==> config.mk <==
export PLATFORM = sky130hd
export DESIGN_NAME = wos_window_filter
export DESIGN_NICKNAME = d
export VERILOG_FILES = /design/src/rtl/wos_pkg.sv /design/src/rtl/wos_window_filter_rank_cell.sv /design/src/rtl/wos_window_filter.sv
export SDC_FILE = /design/constraint.sdc
export NUM_CORES = 1
export LEC_CHECK = 0
export CORE_AREA = 10 10 250 252
export DETAILED_ROUTE_END_ITERATION = 6
export DIE_AREA = 0 0 260 262
export DONT_BUFFER_PORTS = 1
export GPL_ROUTABILITY_DRIVEN = 0
export SLEW_MARGIN = 30
export SYNTH_ARGS = -nofsm -noshare
export SYNTH_HDL_FRONTEND = slang
export SYNTH_SLANG_ARGS = --single-unit
export TNS_END_PERCENT = 100
==> constraint.sdc <==
create_clock -name clk -period 21.5 [get_ports clk]
set_input_delay 4.3 -clock clk [delete_from_list [all_inputs] [get_ports clk]]
set_output_delay 4.3 -clock clk [all_outputs]
set_load 0.005 [all_outputs]
==> src/rtl/wos_pkg.sv <==
// Shared helpers for the weighted order-statistic window filter: width derivations,
// default threshold, window-length legality and the flush-time rank pattern.
package wos_pkg;

    function automatic int rank_bits_f(input int n);
        return $clog2(n);
    endfunction

    function automatic int sum_bits_f(input int n, input int wb);
        return $clog2(n * (2 ** wb - 1) + 1);
    endfunction

    function automatic int default_thresh(input int n);
        return (n + 1) / 2;
    endfunction

    function automatic bit len_is_legal(input int len, input int n);
        return (len % 2 == 1) && (len >= 3) && (len <= n);
    endfunction

    // Flushed window holds equal zeros; newer taps rank above older ones.
    function automatic int flush_rank(input int tap, input int len);
        return (tap < len) ? (len - 1 - tap) : 0;
    endfunction

endpackage

==> src/rtl/wos_window_filter_rank_cell.sv <==
// Per-tap incremental rank update: compares the tap against the incoming sample
// and closes the gap left by the evicted tap.
module wos_rank_cell
    import wos_pkg::*;
#(
    parameter int DATA_BITS = 8,
    parameter int RANK_BITS = 3
) (
    input  logic [DATA_BITS-1:0] data,
    input  logic [RANK_BITS-1:0] rank,
    input  logic [DATA_BITS-1:0] new_data,
    input  logic [RANK_BITS-1:0] ev_rank,
    output logic                 le,
    output logic [RANK_BITS-1:0] next_rank
);

    logic inc;
    logic dec;

    // On ties the new sample ranks above, so an equal tap is not pushed up.
    assign le        = (data <= new_data);
    assign inc       = (new_data < data);
    assign dec       = (rank > ev_rank);
    assign next_rank = rank + RANK_BITS'(inc) - RANK_BITS'(dec);

endmodule

==> src/rtl/wos_window_filter.sv <==
// Streaming weighted order-statistic filter over a runtime-selectable odd window,
// with incremental rank tracking, valid/ready handshake and a two-stage pipeline.
module wos_window_filter
    import wos_pkg::*;
#(
    parameter int DATA_BITS = 8,
    parameter int N         = 7,
    parameter int W_BITS    = 2,
    parameter int RANK_BITS = rank_bits_f(N),
    parameter int SUM_BITS  = sum_bits_f(N, W_BITS)
) (
    input  logic                  clk,
    input  logic                  rst,
    input  logic                  cfg_load,
    input  logic [RANK_BITS:0]    cfg_len,
    input  logic [SUM_BITS-1:0]   cfg_thresh,
    input  logic [N*W_BITS-1:0]   cfg_weights,
    input  logic                  in_valid,
    output logic                  in_ready,
    input  logic [DATA_BITS-1:0]  in_data,
    output logic                  out_valid,
    input  logic                  out_ready,
    output logic [DATA_BITS-1:0]  out_data
);

    logic [RANK_BITS:0]    len_reg;
    logic [SUM_BITS-1:0]   thresh_reg;
    logic [N*W_BITS-1:0]   weights_reg;
    logic [DATA_BITS-1:0]  tap_data_reg [N];
    logic [RANK_BITS-1:0]  tap_rank_reg [N];
    logic [RANK_BITS:0]    fill_reg;
    logic                  a_valid_reg;
    logic                  a_filled_reg;
    logic                  out_valid_reg;
    logic [DATA_BITS-1:0]  out_data_reg;

    logic [RANK_BITS:0]    len_load;
    logic [SUM_BITS-1:0]   thresh_load;
    logic [RANK_BITS:0]    fill_next;
    logic                  filled_next;
    logic                  b_adv;
    logic                  accept;
    logic [RANK_BITS-1:0]  ev_rank;
    logic [RANK_BITS-1:0]  new_rank;
    logic [N-2:0]          le;
    logic [RANK_BITS-1:0]  cell_rank [N-1];
    logic [DATA_BITS-1:0]  shift_data [N];
    logic [RANK_BITS-1:0]  shift_rank [N];
    logic [N-1:0]          qualify;
    logic [N-1:0]          is_last;
    logic [DATA_BITS-1:0]  sel_data;
    logic [DATA_BITS-1:0]  fall_data;
    logic [RANK_BITS-1:0]  best_rank;
    logic                  sel_found;

    assign len_load    = len_is_legal(int'(cfg_len), N) ? cfg_len : (RANK_BITS+1)'(N);
    assign thresh_load = (cfg_thresh == '0) ? SUM_BITS'(1) : cfg_thresh;

    assign b_adv       = !out_valid_reg || out_ready;
    assign in_ready    = (!a_valid_reg || b_adv) && !cfg_load;
    assign accept      = in_valid && in_ready;
    assign fill_next   = (fill_reg >= len_reg) ? len_reg : fill_reg + (RANK_BITS+1)'(1);
    assign filled_next = (fill_next == len_reg);

    always_comb begin
        ev_rank = '0;
        for (int i = 0; i < N; i++) begin
            if (i == int'(len_reg) - 1) ev_rank = tap_rank_reg[i];
        end
    end

    always_comb begin
        new_rank = '0;
        for (int i = 0; i < N - 1; i++) begin
            if (i < int'(len_reg) - 1 && le[i]) new_rank = new_rank + RANK_BITS'(1);
        end
    end

    genvar gi;
    generate
        for (gi = 0; gi < N; gi++) begin : g_tap
            logic [SUM_BITS-1:0] sum_acc;

            // The oldest possible tap never survives a shift, so it needs no cell.
            if (gi < N - 1) begin : g_cell
                wos_rank_cell #(
                    .DATA_BITS (DATA_BITS),
                    .RANK_BITS (RANK_BITS)
                ) u_cell (
                    .data      (tap_data_reg[gi]),
                    .rank      (tap_rank_reg[gi]),
                    .new_data  (in_data),
                    .ev_rank   (ev_rank),
                    .le        (le[gi]),
                    .next_rank (cell_rank[gi])
                );
            end

            if (gi == 0) begin : g_head
                assign shift_data[gi] = in_data;
                assign shift_rank[gi] = new_rank;
            end else begin : g_body
                assign shift_data[gi] = tap_data_reg[gi-1];
                assign shift_rank[gi] = cell_rank[gi-1];
            end

            always_comb begin
                sum_acc = '0;
                for (int i = 0; i < N; i++) begin
                    if (i < int'(len_reg) && tap_rank_reg[i] <= tap_rank_reg[gi])
                        sum_acc = sum_acc + SUM_BITS'(weights_reg[i*W_BITS +: W_BITS]);
                end
            end

            assign qualify[gi] = (gi < int'(len_reg)) && (sum_acc >= thresh_reg);
            assign is_last[gi] = (gi < int'(len_reg)) &&
                                 (tap_rank_reg[gi] == RANK_BITS'(int'(len_reg) - 1));
        end
    endgenerate

    always_comb begin
        sel_data  = '0;
        fall_data = '0;
        best_rank = '0;
        sel_found = 1'b0;
        for (int j = 0; j < N; j++) begin
            if (is_last[j]) fall_data = tap_data_reg[j];
            if (qualify[j] && (!sel_found || tap_rank_reg[j] < best_rank)) begin
                sel_found = 1'b1;
                best_rank = tap_rank_reg[j];
                sel_data  = tap_data_reg[j];
            end
        end
        if (!sel_found) sel_data = fall_data;
    end

    always_ff @(posedge clk or negedge rst) begin
        if (!rst) begin
            len_reg     <= (RANK_BITS+1)'(N);
            thresh_reg  <= SUM_BITS'(default_thresh(N));
            weights_reg <= {N{W_BITS'(1)}};
        end else if (cfg_load) begin
            len_reg     <= len_load;
            thresh_reg  <= thresh_load;
            weights_reg <= cfg_weights;
        end
    end

    // The window registers double as stage A data: they only change on accept,
    // which is exactly when stage A loads.
    always_ff @(posedge clk or negedge rst) begin
        if (!rst) begin
            for (int i = 0; i < N; i++) begin
                tap_data_reg[i] <= '0;
                tap_rank_reg[i] <= RANK_BITS'(flush_rank(i, N));
            end
            fill_reg <= '0;
        end else if (cfg_load) begin
            for (int i = 0; i < N; i++) begin
                tap_data_reg[i] <= '0;
                tap_rank_reg[i] <= RANK_BITS'(flush_rank(i, int'(len_load)));
            end
            fill_reg <= '0;
        end else if (accept) begin
            for (int i = 0; i < N; i++) begin
                if (i < int'(len_reg)) begin
                    tap_data_reg[i] <= shift_data[i];
                    tap_rank_reg[i] <= shift_rank[i];
                end
            end
            fill_reg <= fill_next;
        end
    end

    always_ff @(posedge clk or negedge rst) begin
        if (!rst) begin
            a_valid_reg   <= 1'b0;
            a_filled_reg  <= 1'b0;
            out_valid_reg <= 1'b0;
            out_data_reg  <= '0;
        end else if (cfg_load) begin
            a_valid_reg   <= 1'b0;
            a_filled_reg  <= 1'b0;
            out_valid_reg <= 1'b0;
        end else begin
            if (accept) begin
                a_valid_reg  <= 1'b1;
                a_filled_reg <= filled_next;
            end else if (b_adv) begin
                a_valid_reg  <= 1'b0;
            end
            if (b_adv) begin
                out_valid_reg <= a_valid_reg && a_filled_reg;
                if (a_valid_reg && a_filled_reg) out_data_reg <= sel_data;
            end
        end
    end

    assign out_valid = out_valid_reg;
    assign out_data  = out_data_reg;

endmodule

== Word-level counts from Yosys, hierarchy flattened ==
Index checks and enable logic that the tools add are counted.

* Register bits: 115
* Input port bits: 36
* Output and inout bits: 10

* Add/sub/neg operators: 68
* Magnitude comparators: 103
* Equal/unequal tests: 14
* Mux-type cells: 127
* Bitwise logic cells: 1
* Reduce and logical (&&, ||, !) cells: 117

{| class="wikitable"
|+ Operators by type and width
! operator !! number
|-
| $mux W5 || 43
|-
| $add A5 B2 Y5 || 42
|-
| $mux W8 || 22
|-
| $le A3 B3 Y1 || 49
|-
| $mux W56 || 2
|-
| $eq A4 B32 Y1 const A || 3
|-
| $mux W3 || 32
|-
| $logic_and A1 B1 Y1 || 80
|-
| $eq A3 B32 Y1 const A || 2
|-
| $lt A3 B32 Y1 const A || 2
|-
| $lt A4 B32 Y1 const A || 2
|-
| $le A8 B8 Y1 || 6
|-
| $lt A8 B8 Y1 || 6
|-
| $mux W21 || 2
|-
| $ge A5 B5 Y1 || 7
|-
| $eq A2 B32 Y1 const A || 1
|-
| $logic_not A32 Y1 || 1
|-
| $lt A1 B32 Y1 const A || 1
|-
| $lt A2 B32 Y1 const A || 1
|-
| $lt A3 B4 Y1 const A || 6
|-
| $eq A3 B3 Y1 || 7
|-
| $add A3 B1 Y3 || 6
|-
| $gt A3 B3 Y1 || 6
|-
| $lt A3 B3 Y1 || 6
|-
| 24 further kinds || 95
|}

== Longest topological paths before layout ==
Gate-level depths: netlist of run 1.

* Depth after elaboration: 43
* Mapped depth: 76
* Gate-level depth less buffers: 69

== By module ==
From an unflattened synthesis of run 1, not the netlist that was laid out.

* Cell total of the unflattened synthesis: 2,145
* Area total of the unflattened synthesis: 17,425.5 um^2

{| class="wikitable"
|+ By module, submodules not included
! module !! instances !! cells an instance !! area each (um^2) !! seq. area each (um^2)
|-
| wos_window_filter || 1 || 1,857 || 15,248.4 || 2,902.8
|-
| wos_rank_cell || 6 || 48 || 362.8 || 0.0
|}

== Worst setup path before layout of run 1 ==
No wires, ideal clock.

* Path type: register -> register
* From: register len_reg[0]
* To: register out_data_reg[1] (netlist: out_data[1])
* Library setup time: 0.128 ns
* Data arrival time: 15.516 ns
* Required time: 21.372 ns
* Setup slack: 5.856 ns
* Stages on the path, launching flop included: 67
* Clock period less this slack: 15.644 ns
* Path through: dfstp_2 > buf_1 > inv_1 > ha_1 > or3b_4 > and2_1 > clkbuf_1 > fa_1 > mux2i_1 > fa_1 > mux2_2 > fa_1 > mux2_2 > fa_1 > mux2i_1 > fa_1 > mux2i_1 > fa_1 > (+31 left out) > ha_1 > a21oi_1 > nand4_1 > o21a_1 > buf_4 > mux2_4 > ha_1 > a2111o_1 > o21bai_2 > buf_2 > mux2_2 > ha_1 > a2111oi_0 > a31oi_1 > mux2i_2 > clkbuf_1 > nand3b_1 > a31oi_1

* Word-level cells in the longest chain between the ends: 43

{| class="wikitable"
|+ RTL lines
! what !! line !! RTL
|-
| from (decl) || wos_window_filter.sv:26 || <nowiki>logic [RANK_BITS:0] len_reg;</nowiki>
|-
| from (signal assigned) || wos_window_filter.sv:139 || <nowiki>len_reg <= (RANK_BITS+1)'(N);</nowiki>
|-
| from (signal assigned) || wos_window_filter.sv:143 || <nowiki>len_reg <= len_load;</nowiki>
|-
| $lt A1 B4 Y1 || wos_window_filter.sv:110, wos_window_filter.sv:115, wos_window_filter.sv:116 ||
|-
| $logic_and A1 B1 Y1 || wos_window_filter.sv:110 || <nowiki>if (i < int'(len_reg) && tap_rank_reg[i] <= tap_rank_reg[gi])</nowiki>
|-
| $mux W2 || wos_window_filter.sv:110 ||
|-
| $add A5 B2 Y5 || wos_window_filter.sv:111 || <nowiki>sum_acc = sum_acc + SUM_BITS'(weights_reg[i*W_BITS +: W_BITS]);</nowiki>
|-
| $mux W5 || wos_window_filter.sv:110 ||
|-
| $add A5 B2 Y5 || wos_window_filter.sv:111 ||
|-
| $mux W5 || wos_window_filter.sv:110 ||
|-
| $add A5 B2 Y5 || wos_window_filter.sv:111 ||
|-
| (+27 left out) || - ||
|-
| $logic_or A1 B1 Y1 || wos_window_filter.sv:128 || <nowiki>if (qualify[j] && (!sel_found || tap_rank_reg[j] < best_rank)) begin</nowiki>
|-
| $logic_and A1 B1 Y1 || wos_window_filter.sv:128 ||
|-
| $mux W3 or $mux W1 (tied branches) || wos_window_filter.sv:128 ||
|-
| $lt A3 B3 Y1 or $logic_not A1 Y1 (tied branches) || wos_window_filter.sv:128 ||
|-
| $logic_or A1 B1 Y1 || wos_window_filter.sv:128 ||
|-
| $logic_and A1 B1 Y1 || wos_window_filter.sv:128 ||
|-
| $mux W8 or $mux W1 (tied branches) || wos_window_filter.sv:128 ||
|-
| $mux W8 * || wos_window_filter.sv:134 || <nowiki>if (!sel_found) sel_data = fall_data;</nowiki>
|-
| to (signal assigned) || wos_window_filter.sv:194 || <nowiki>if (a_valid_reg && a_filled_reg) out_data_reg <= sel_data;</nowiki>
|-
| to (decl) || wos_window_filter.sv:35 || <nowiki>logic [DATA_BITS-1:0] out_data_reg;</nowiki>
|}

Every way passes the cells marked *; elsewhere a longest branch is shown, timed or not.
A chain may end at the register's enable or synchronous reset.

== Worst setup path in the final report of run 1 ==
* From: register len_reg[0]
* To: register out_data_reg[0] (netlist: out_data[0])

The elaborated chain is that of the path after synthesis.

==> run summary, run 1 <==
Status = completed
Vias in the first global route = 15300
Post-CTS setup buffers = 0
Longest Clk Path Bufs = 2
CTS tree = built
Share of cells above drive strength 1 = 0.0917
Setup total negative slack = 0 ps
Die height = 262 um
Fillers = 6004
# DRC = 0
First-iteration detailed-routing DRC count = 900
Wirelength, routed = 55800 um
Mux cell area share after synthesis = 0.0982
Crit start category = flop
Die area = 68100 sq um
Compound-gate portion of the synthesized area = 0.193
Via count = 15300
Max-Cap Viols = 0
Port-buffer cells = 0
Buf/Inv on CP = 3
Post-route clock period utilization = 0.861
Core region area = 57400 sq um
Drt first pass iters = 5
Hold_buf cts = 0
GRT overflow = 0
Worst-Skew Late Latency = 460 ps
# clock sinks = 115
Unrepaired setup endpoints after global routing = false
Remaining antenna violation count = 0
Avg Vias per Cell = 5.46
Global-route wire length before repair = 87400 um
Clk root buf = clkbuf_16
Biggest cell delay along the critical path = 800 ps
Crit path kind = flop to flop
CP required = 21870 ps
Width of the die = 260 um
TritonCTS buffer count = 17
Total Nets Final = 2394
Register area share after synthesis = 0.170
Crit path time final = 18510 ps
Relative max-transition margin = 0.385
Top FF cell, synth = dfrtp_1
Post-cts sizing count = 0
Number of enable flip-flop cells after synthesis = 0
Post-synth ARST share = 1.00
Worst clock skew = 12.7 ps
WL per Instance = 19.9 um
Post-synthesis cell count = 2048
Hold Crit Class = flop to flop
CP endpoint kind = flop
Ys Warns = 0
Yosys reg bits = 115
Dpl hpwl = 42900 um
Num ports = 46
Largest net degree at the start of global routing = 116
Worst path top cell family by delay = compound AO/OA/AOI/OAI gates
ANT cells = 0
Num rows = 88
Slew Limit Fails = 0
Synth Area in Simple Gates = 0.158
Mapped Avg Cell Area = 8.35 sq um
Largest fanout on the critical path = 24
Max reg flops = 48
Hold Violations, Final = 0
Area Overhead vs Synth = 9.05%
Syn Std Cell Area = 17100 sq um
Fraction of synthesized cell area in xor and xnor cells = 0.0586
Final setup vio count = 0
Critical Path Slowest Stage Cell = dfstp_2
Reg clk slew, reported paths = 70 ps
Area share of fa/ha/maj cells after synthesis = 0.263
Most used cell, CP = ha_1
H-tree Lvls = 4
Crit path DAT = 18880 ps
Total track usage = 0.164
Peak Freq = 54.0 MHz
Least-Margin Pin Slew = 923 ps
Antenna violations before repair = 0
Netlist cell types = 80
Initial Utilization = 0.298
Largest family of logic cells by synthesized area = adder cells
final cells by class:
cell class	count	area, sq um	share of cell area
multi-input cells	1674	13300	0.712
flip-flops and latches	115	2900	0.156
well taps	765	957	0.0513
inverters	200	751	0.0402
clock buffers	19	443	0.0237
clock inverters	13	173	0.00925
repair buffers	19	143	0.00765
cell families (layout without fill, tap and decap cells):
| kind of cell | Yosys count | in the layout |
|---|---|---|
| adder cells (fa/ha/maj) | 331 | 331 |
| AND/OR/NAND/NOR | 564 | 564 |
| XOR/XNOR | 109 | 109 |
| buffers and inverters | 260 | 251 |
| flip-flops | 115 | 115 |
| AO/OA/AOI/OAI | 512 | 512 |
| other | 2 | 3 |
| multiplexers | 155 | 155 |
tightest hold or removal path, cell delays in order (launching register included):
cell and delay (ps):
dfrtp_1 370, nand2_1 60, o31ai_1 60
cells in the mapped netlist, drive strengths merged, types with 13 or more instances:
library cell / number / share of area
dfrtp: 95 / 0.14
o21ai: 115 / 0.034
ha: 283 / 0.21
mux2: 88 / 0.059
nand2b: 35 / 0.013
nand2: 179 / 0.039
nor2b: 54 / 0.020
a21o: 46 / 0.021
nand3: 47 / 0.014
nand3b: 13 / 0.0057
dfstp: 20 / 0.031
o21a: 21 / 0.0093
a211oi: 33 / 0.015
mux2i: 67 / 0.039
fa: 48 / 0.056
a31oi: 25 / 0.0091
nor2: 134 / 0.029
a22oi: 13 / 0.0057
xor2: 25 / 0.013
buf: 19 / 0.0061
inv: 200 / 0.044
o31ai: 30 / 0.013
nor3: 39 / 0.011
clkbuf: 41 / 0.0091
xnor2: 82 / 0.043
a21oi: 145 / 0.043
metrics by stage:
step	cells	hold WS [ps]	worst slack (ps)	cell area, sq um	utilization
after detailed placement	2773	500	2800	18000	0.314
after global routing	2805	549	1720	18700	0.325
after CTS	2805	512	2720	18600	0.324
after global placement	2773	493	3860	18000	0.313
final	2805	514	2990	18700	0.325
after floorplan	2049	472	5860	17100	-
cell usage in the layout, fill, tap and decap left out, types with 47 or more instances in the layout:
| cell | instances |
|---|---|
| a21oi_1 | 143 |
| dfrtp_1 | 95 |
| fa_1 | 48 |
| ha_1 | 283 |
| inv_1 | 199 |
| mux2_2 | 84 |
| mux2i_1 | 66 |
| nand2_1 | 179 |
| nand3_1 | 47 |
| nor2_1 | 132 |
| nor2b_1 | 54 |
| o21ai_0 | 109 |
| xnor2_1 | 81 |
worst paths after layout:
check                                from              to  slack (ps)  cells after the start
setup reg to reg               len_reg[0]     out_data[0]        2990                     62
min in group asynchronous             rst  shift_data[11]        3540                      0
hold / removal             shift_data[47]  shift_data[39]         510                      2
setup / recovery               len_reg[0]     out_data[0]        2990                     62
hold reg to reg            shift_data[47]  shift_data[39]         510                      2
max in group asynchronous             rst  weights_reg[6]       17710                      0
routing by layer:
layer | global-route usage | vias to the layer above | share of wire
met4 | 0.0624 | 0 | 0.035
met5 | 0 | - | 0
li1 | - | 7270 | -
met3 | 0.0273 | 114 | 0.056
met2 | 0.278 | 446 | 0.47
met1 | 0.206 | 7486 | 0.43
Power of run 1 is left out: the tool's default activity adds up to more than one toggle a clock period on the data nets, which glitch-free logic cannot reach.
==> run 2, diff against run 1 <==
--- a/config.mk
+++ b/config.mk
@@ -6,7 +6,7 @@
 export NUM_CORES = 1
 export LEC_CHECK = 0
-export CORE_AREA = 10 10 250 252
+export CORE_AREA = 10 10 233 235
 export DETAILED_ROUTE_END_ITERATION = 6
-export DIE_AREA = 0 0 260 262
+export DIE_AREA = 0 0 243 245
 export DONT_BUFFER_PORTS = 1
 export GPL_ROUTABILITY_DRIVEN = 0
==> constraint.sdc (replaced) <==
create_clock -name clk -period 21.5 [get_ports clk]
set_input_delay 4.3 -clock clk [delete_from_list [all_inputs] [get_ports clk]]
set_output_delay 4.3 -clock clk [all_outputs]
set_load 0.01 [all_outputs]
==> run 2 against run 1 <==
  * Global-route usage is 2.3 points higher
  * Clock skew is 4.5 ps higher
  * First-iteration DRC count is 25% higher
  * Cell count is 3.2% lower
  * Die area is 13% lower
  * Count of clock-buffer cells in the layout is 1 higher
  * Maximum frequency is 1.2% higher
  * Via count is 0.17% higher
  * Sequential cell count stayed put
==> run summary, run 2 (synthesized netlist as in run 1, its figures left out) <==
Fillers = 5088
CP required = 21820 ps
Final core occ = 0.373
Initial Utilization = 0.345
Worst-Skew Late Latency = 450 ps
ANT cells = 0
Worst setup slack after layout = 3220 ps
# DRC = 0
Post-route clock period utilization = 0.850
CTS tree = built
Longest Clk Path Bufs = 2
Hold Path Depth = 2
Worst Hold End = shift_data[39]
Peak Freq = 54.7 MHz
Unrepaired setup endpoints after global routing = false
Die area = 59500 sq um
Hold Crit Class = flop to flop
Most used cell, CP = ha_1
Num ports = 46
Largest fanout on the critical path = 24
Via count = 15300
Max-Cap Viols = 0
TritonCTS buffer count = 17
Avg Vias per Cell = 5.65
RR Endpoint = out_data[6]
Crit start category = flop
Clk root buf = clkbuf_16
Most common cell after layout, fill and taps aside = ha_1
GRT overflow = 0
Register-to-Register Path Depth = 62
Largest net degree at the start of global routing = 116
Area Overhead vs Synth = 8.26%
First-iteration detailed-routing DRC count = 1125
Crit path time final = 18280 ps
Reg2reg start = len_reg[0]
CP endpoint kind = flop
Total Nets Final = 2397
Hold Violations, Final = 0
Remaining antenna violation count = 0
Dpl hpwl = 42900 um
Global-route wire length before repair = 88000 um
Vias in the first global route = 15200
Drt first pass iters = 6
Critical Path Slowest Stage Cell = dfstp_2
Share of cells above drive strength 1 = 0.0910
Wirelength, routed = 56400 um
Total track usage = 0.187
Crit path kind = flop to flop
Max reg flops = 48
WL per Instance = 20.8 um
Most frequent cells in the layout = 283 x ha_1, 199 x inv_1, 179 x nand2_1
# clock sinks = 115
Core region area = 49700 sq um
Place WS = 3020 ps
Reg clk slew, reported paths = 70 ps
Final setup vio count = 0
Num rows = 82
H-tree Lvls = 4
Antenna violations before repair = 0
Status = completed
Flop2flop setup slack = 3220 ps
Setup total negative slack = 0 ps
Relative max-transition margin = 0.328
Port-buffer cells = 0
Crit path DAT = 18600 ps
Post-CTS setup buffers = 0
Worst clock skew = 17.2 ps
Post-cts sizing count = 0
Slew Limit Fails = 0
Least-Margin Pin Slew = 1000 ps
Hold_buf cts = 0
Width of the die = 243 um
Fin Hold WS = 505 ps
Biggest cell delay along the critical path = 820 ps
HP Start = shift_data[47]
Die height = 245 um
[run 2: cell count changes in the layout (fill, tap and decap cells not counted), sizes merged]
| cell | change |
|---|---|
| buf | +3 |
| clkinvlp | -2 |
| clkbuf | +1 |
| clkinv | +1 |
[run 2: critical path, delay by kind of cell, from the launching register on]
kind	cells	cell delay, ps
XOR/XNOR	1	150
adder cells (fa/ha/maj)	15	4960
flip-flops	1	820
AND/OR/NAND/NOR	8	990
buffers and inverters	4	540
AO/OA/AOI/OAI	24	7250
multiplexers	10	3420
[run 2: metal layers]
| layer | share of wire | routed length (um) | vias up | track usage |
|---|---|---|---|---|
| met5 | 0 | 0 | - | 0 |
| met4 | 0.035 | 1980 | 0 | 0.0678 |
| met3 | 0.051 | 2850 | 113 | 0.0244 |
| met2 | 0.47 | 26600 | 467 | 0.317 |
| met1 | 0.44 | 25000 | 7497 | 0.241 |
| li1 | - | - | 7265 | - |
[run 2: layout make-up]
class,count,area [sq um],area share
Sequential cell,115,2900,0.157
Multi-Input combinational cell,1674,13300,0.716
Tap cell,672,841,0.0454
Clock inverter,12,155,0.00838
Inverter,200,751,0.0405
Timing Repair Buffer,22,165,0.00892
Clock buffer,20,437,0.0236
[run 2: how the worst max path moves through the flow]
stage	start	to	cells past startpoint
floorplan	len_reg[0]	out_data[1]	66
global placement	len_reg[0]	out_data[2]	62
detailed placement	len_reg[0]	out_data[4]	62
CTS	len_reg[0]	out_data[6]	62
global route	len_reg[0]	out_data[3]	64
finish	len_reg[0]	out_data[6]	62
[run 2: stage by stage]
stage,instances,instance area (sq um)
6_report,2715,18500
2_1_floorplan,2049,17100
4_1_cts,2715,18500
5_1_grt,2715,18500
3_3_place_gp,2683,17900
3_5_place_dp,2683,17900
Power of run 2 is left out for the same reason.
==> run 3, diff against run 2 <==
MAX_ROUTING_LAYER = met4   (was not set)
REMOVE_ABC_BUFFERS = 1   (was not set)
==> run 3 against run 2 <==
  * Maximum frequency fell by 1.0%
  * Count of clock-buffer cells in the layout fell by 2
  * Via count rose by 0.22%
  * Sequential share of layout area barely moved
  * Non-clock buffer count fell by 6
  * Clock skew fell by 5.0 ps
  * Critical path type unchanged
==> run summary, run 3 (synthesized netlist as in run 1, its figures left out) <==
Relative max-transition margin = 0.341
Longest Clk Path Bufs = 2
First-iteration detailed-routing DRC count = 1289
Share of cells above drive strength 1 = 0.0898
Area Overhead vs Synth = 8.10%
Most common cell after layout, fill and taps aside = ha_1
Reg2reg start = len_reg[0]
GRT overflow = 0
Hold Crit Class = flop to flop
WL per Instance = 20.9 um
Clk root buf = clkbuf_16
Wirelength, routed = 56700 um
Num rows = 82
Post-cts sizing count = 0
Largest fanout on the critical path = 24
Global-route wire length before repair = 87600 um
HP Start = shift_data[47]
RR Endpoint = out_data[5]
Post-Layout Cell Count = 2709
# DRC = 0
Crit path time final = 18470 ps
TritonCTS buffer count = 17
Reg clk slew, reported paths = 60 ps
Biggest cell delay along the critical path = 820 ps
Total Nets Final = 2391
Least-Margin Pin Slew = 980 ps
Worst clock skew = 12.1 ps
Hold_buf cts = 0
Antenna violations before repair = 0
H-tree Lvls = 4
Post-CTS setup buffers = 0
Setup total negative slack = 0 ps
Hold Violations, Final = 0
Most used cell, CP = ha_1
# clock sinks = 115
Core region area = 49700 sq um
Dpl hpwl = 43100 um
Final setup vio count = 0
Buf/Inv on CP = 3
Drt first pass iters = 5
Worst Hold End = shift_data[39]
Crit path DAT = 18820 ps
Fin Hold WS = 520 ps
Die height = 245 um
Worst path top cell family by delay = compound AO/OA/AOI/OAI gates
Crit path kind = flop to flop
Die area = 59500 sq um
Via count = 15400
Vias in the first global route = 15200
Num ports = 46
Most frequent cells in the layout = 283 x ha_1, 199 x inv_1, 179 x nand2_1
Critical Path Slowest Stage Cell = dfstp_2
Unrepaired setup endpoints after global routing = false
Post-route clock period utilization = 0.859
Remaining antenna violation count = 0
Crit start category = flop
Peak Freq = 54.1 MHz
Avg Vias per Cell = 5.68
Hold Path Depth = 2
Status = completed
Worst-Skew Late Latency = 450 ps
Max-Cap Viols = 0
Max reg flops = 48
Largest net degree at the start of global routing = 116
Width of the die = 243 um
CP endpoint kind = flop
Flop2flop setup slack = 3030 ps
Register-to-Register Path Depth = 61
Port-buffer cells = 0
Slew Limit Fails = 0
Total track usage = 0.192
Cells after DPL = 2677
ANT cells = 0
CP required = 21850 ps
CTS tree = built
Initial Utilization = 0.345
-- run 3: cell types whose count changed in the layout (fill, tap and decap cells not counted), sizes merged --
cell and delta:
buf -6, clkbuf -2, inv +2, clkinv +1, clkinvlp -1
-- run 3: per-layer routing --
metal  GRT usage  routed length (um)  up-vias
met3      0.0266                3490      123
met1       0.238               24400     7475
li1            -                   -     7245
met4      0.0715                2090        0
met2       0.315               26700      532
met5           -                   0        -
-- run 3: worst register-to-register path: cells and delay by family (launching register included) --
kind	cells	cell delay, ps
simple gates	7	950
xor+xnor	1	160
mux	11	3210
fa+ha+maj	15	5390
buf+inv	3	430
compound gates	24	7400
flops	1	820
-- run 3: worst max path at each step --
stage | startpoint | end | depth (start not counted)
2_1_floorplan | len_reg[3] | out_data[0] | 58
3_3_place_gp | len_reg[1] | out_data[2] | 61
3_5_place_dp | len_reg[0] | out_data[5] | 61
4_1_cts | len_reg[0] | out_data[5] | 61
5_1_grt | len_reg[0] | out_data[5] | 64
6_report | len_reg[0] | out_data[5] | 61
-- run 3: through the flow --
stage | utilization | setup slack [ps] | instance area (sq um)
global placement | 0.359 | 3860 | 17800
global route | 0.372 | 1920 | 18500
finish | 0.372 | 3030 | 18500
detailed placement | 0.359 | 2940 | 17800
CTS | 0.372 | 2890 | 18500
floorplan | - | 4720 | 16900
-- run 3: cell type report --
class,instances,area [sq um]
Clock buffer,18,429
Clock inverter,14,174
Fill cell,5129,31200
Inverter,200,751
Multi-Input combinational cell,1674,13300
Sequential cell,115,2900
Tap cell,672,841
Timing Repair Buffer,16,120
Power of run 3 is left out for the same reason.
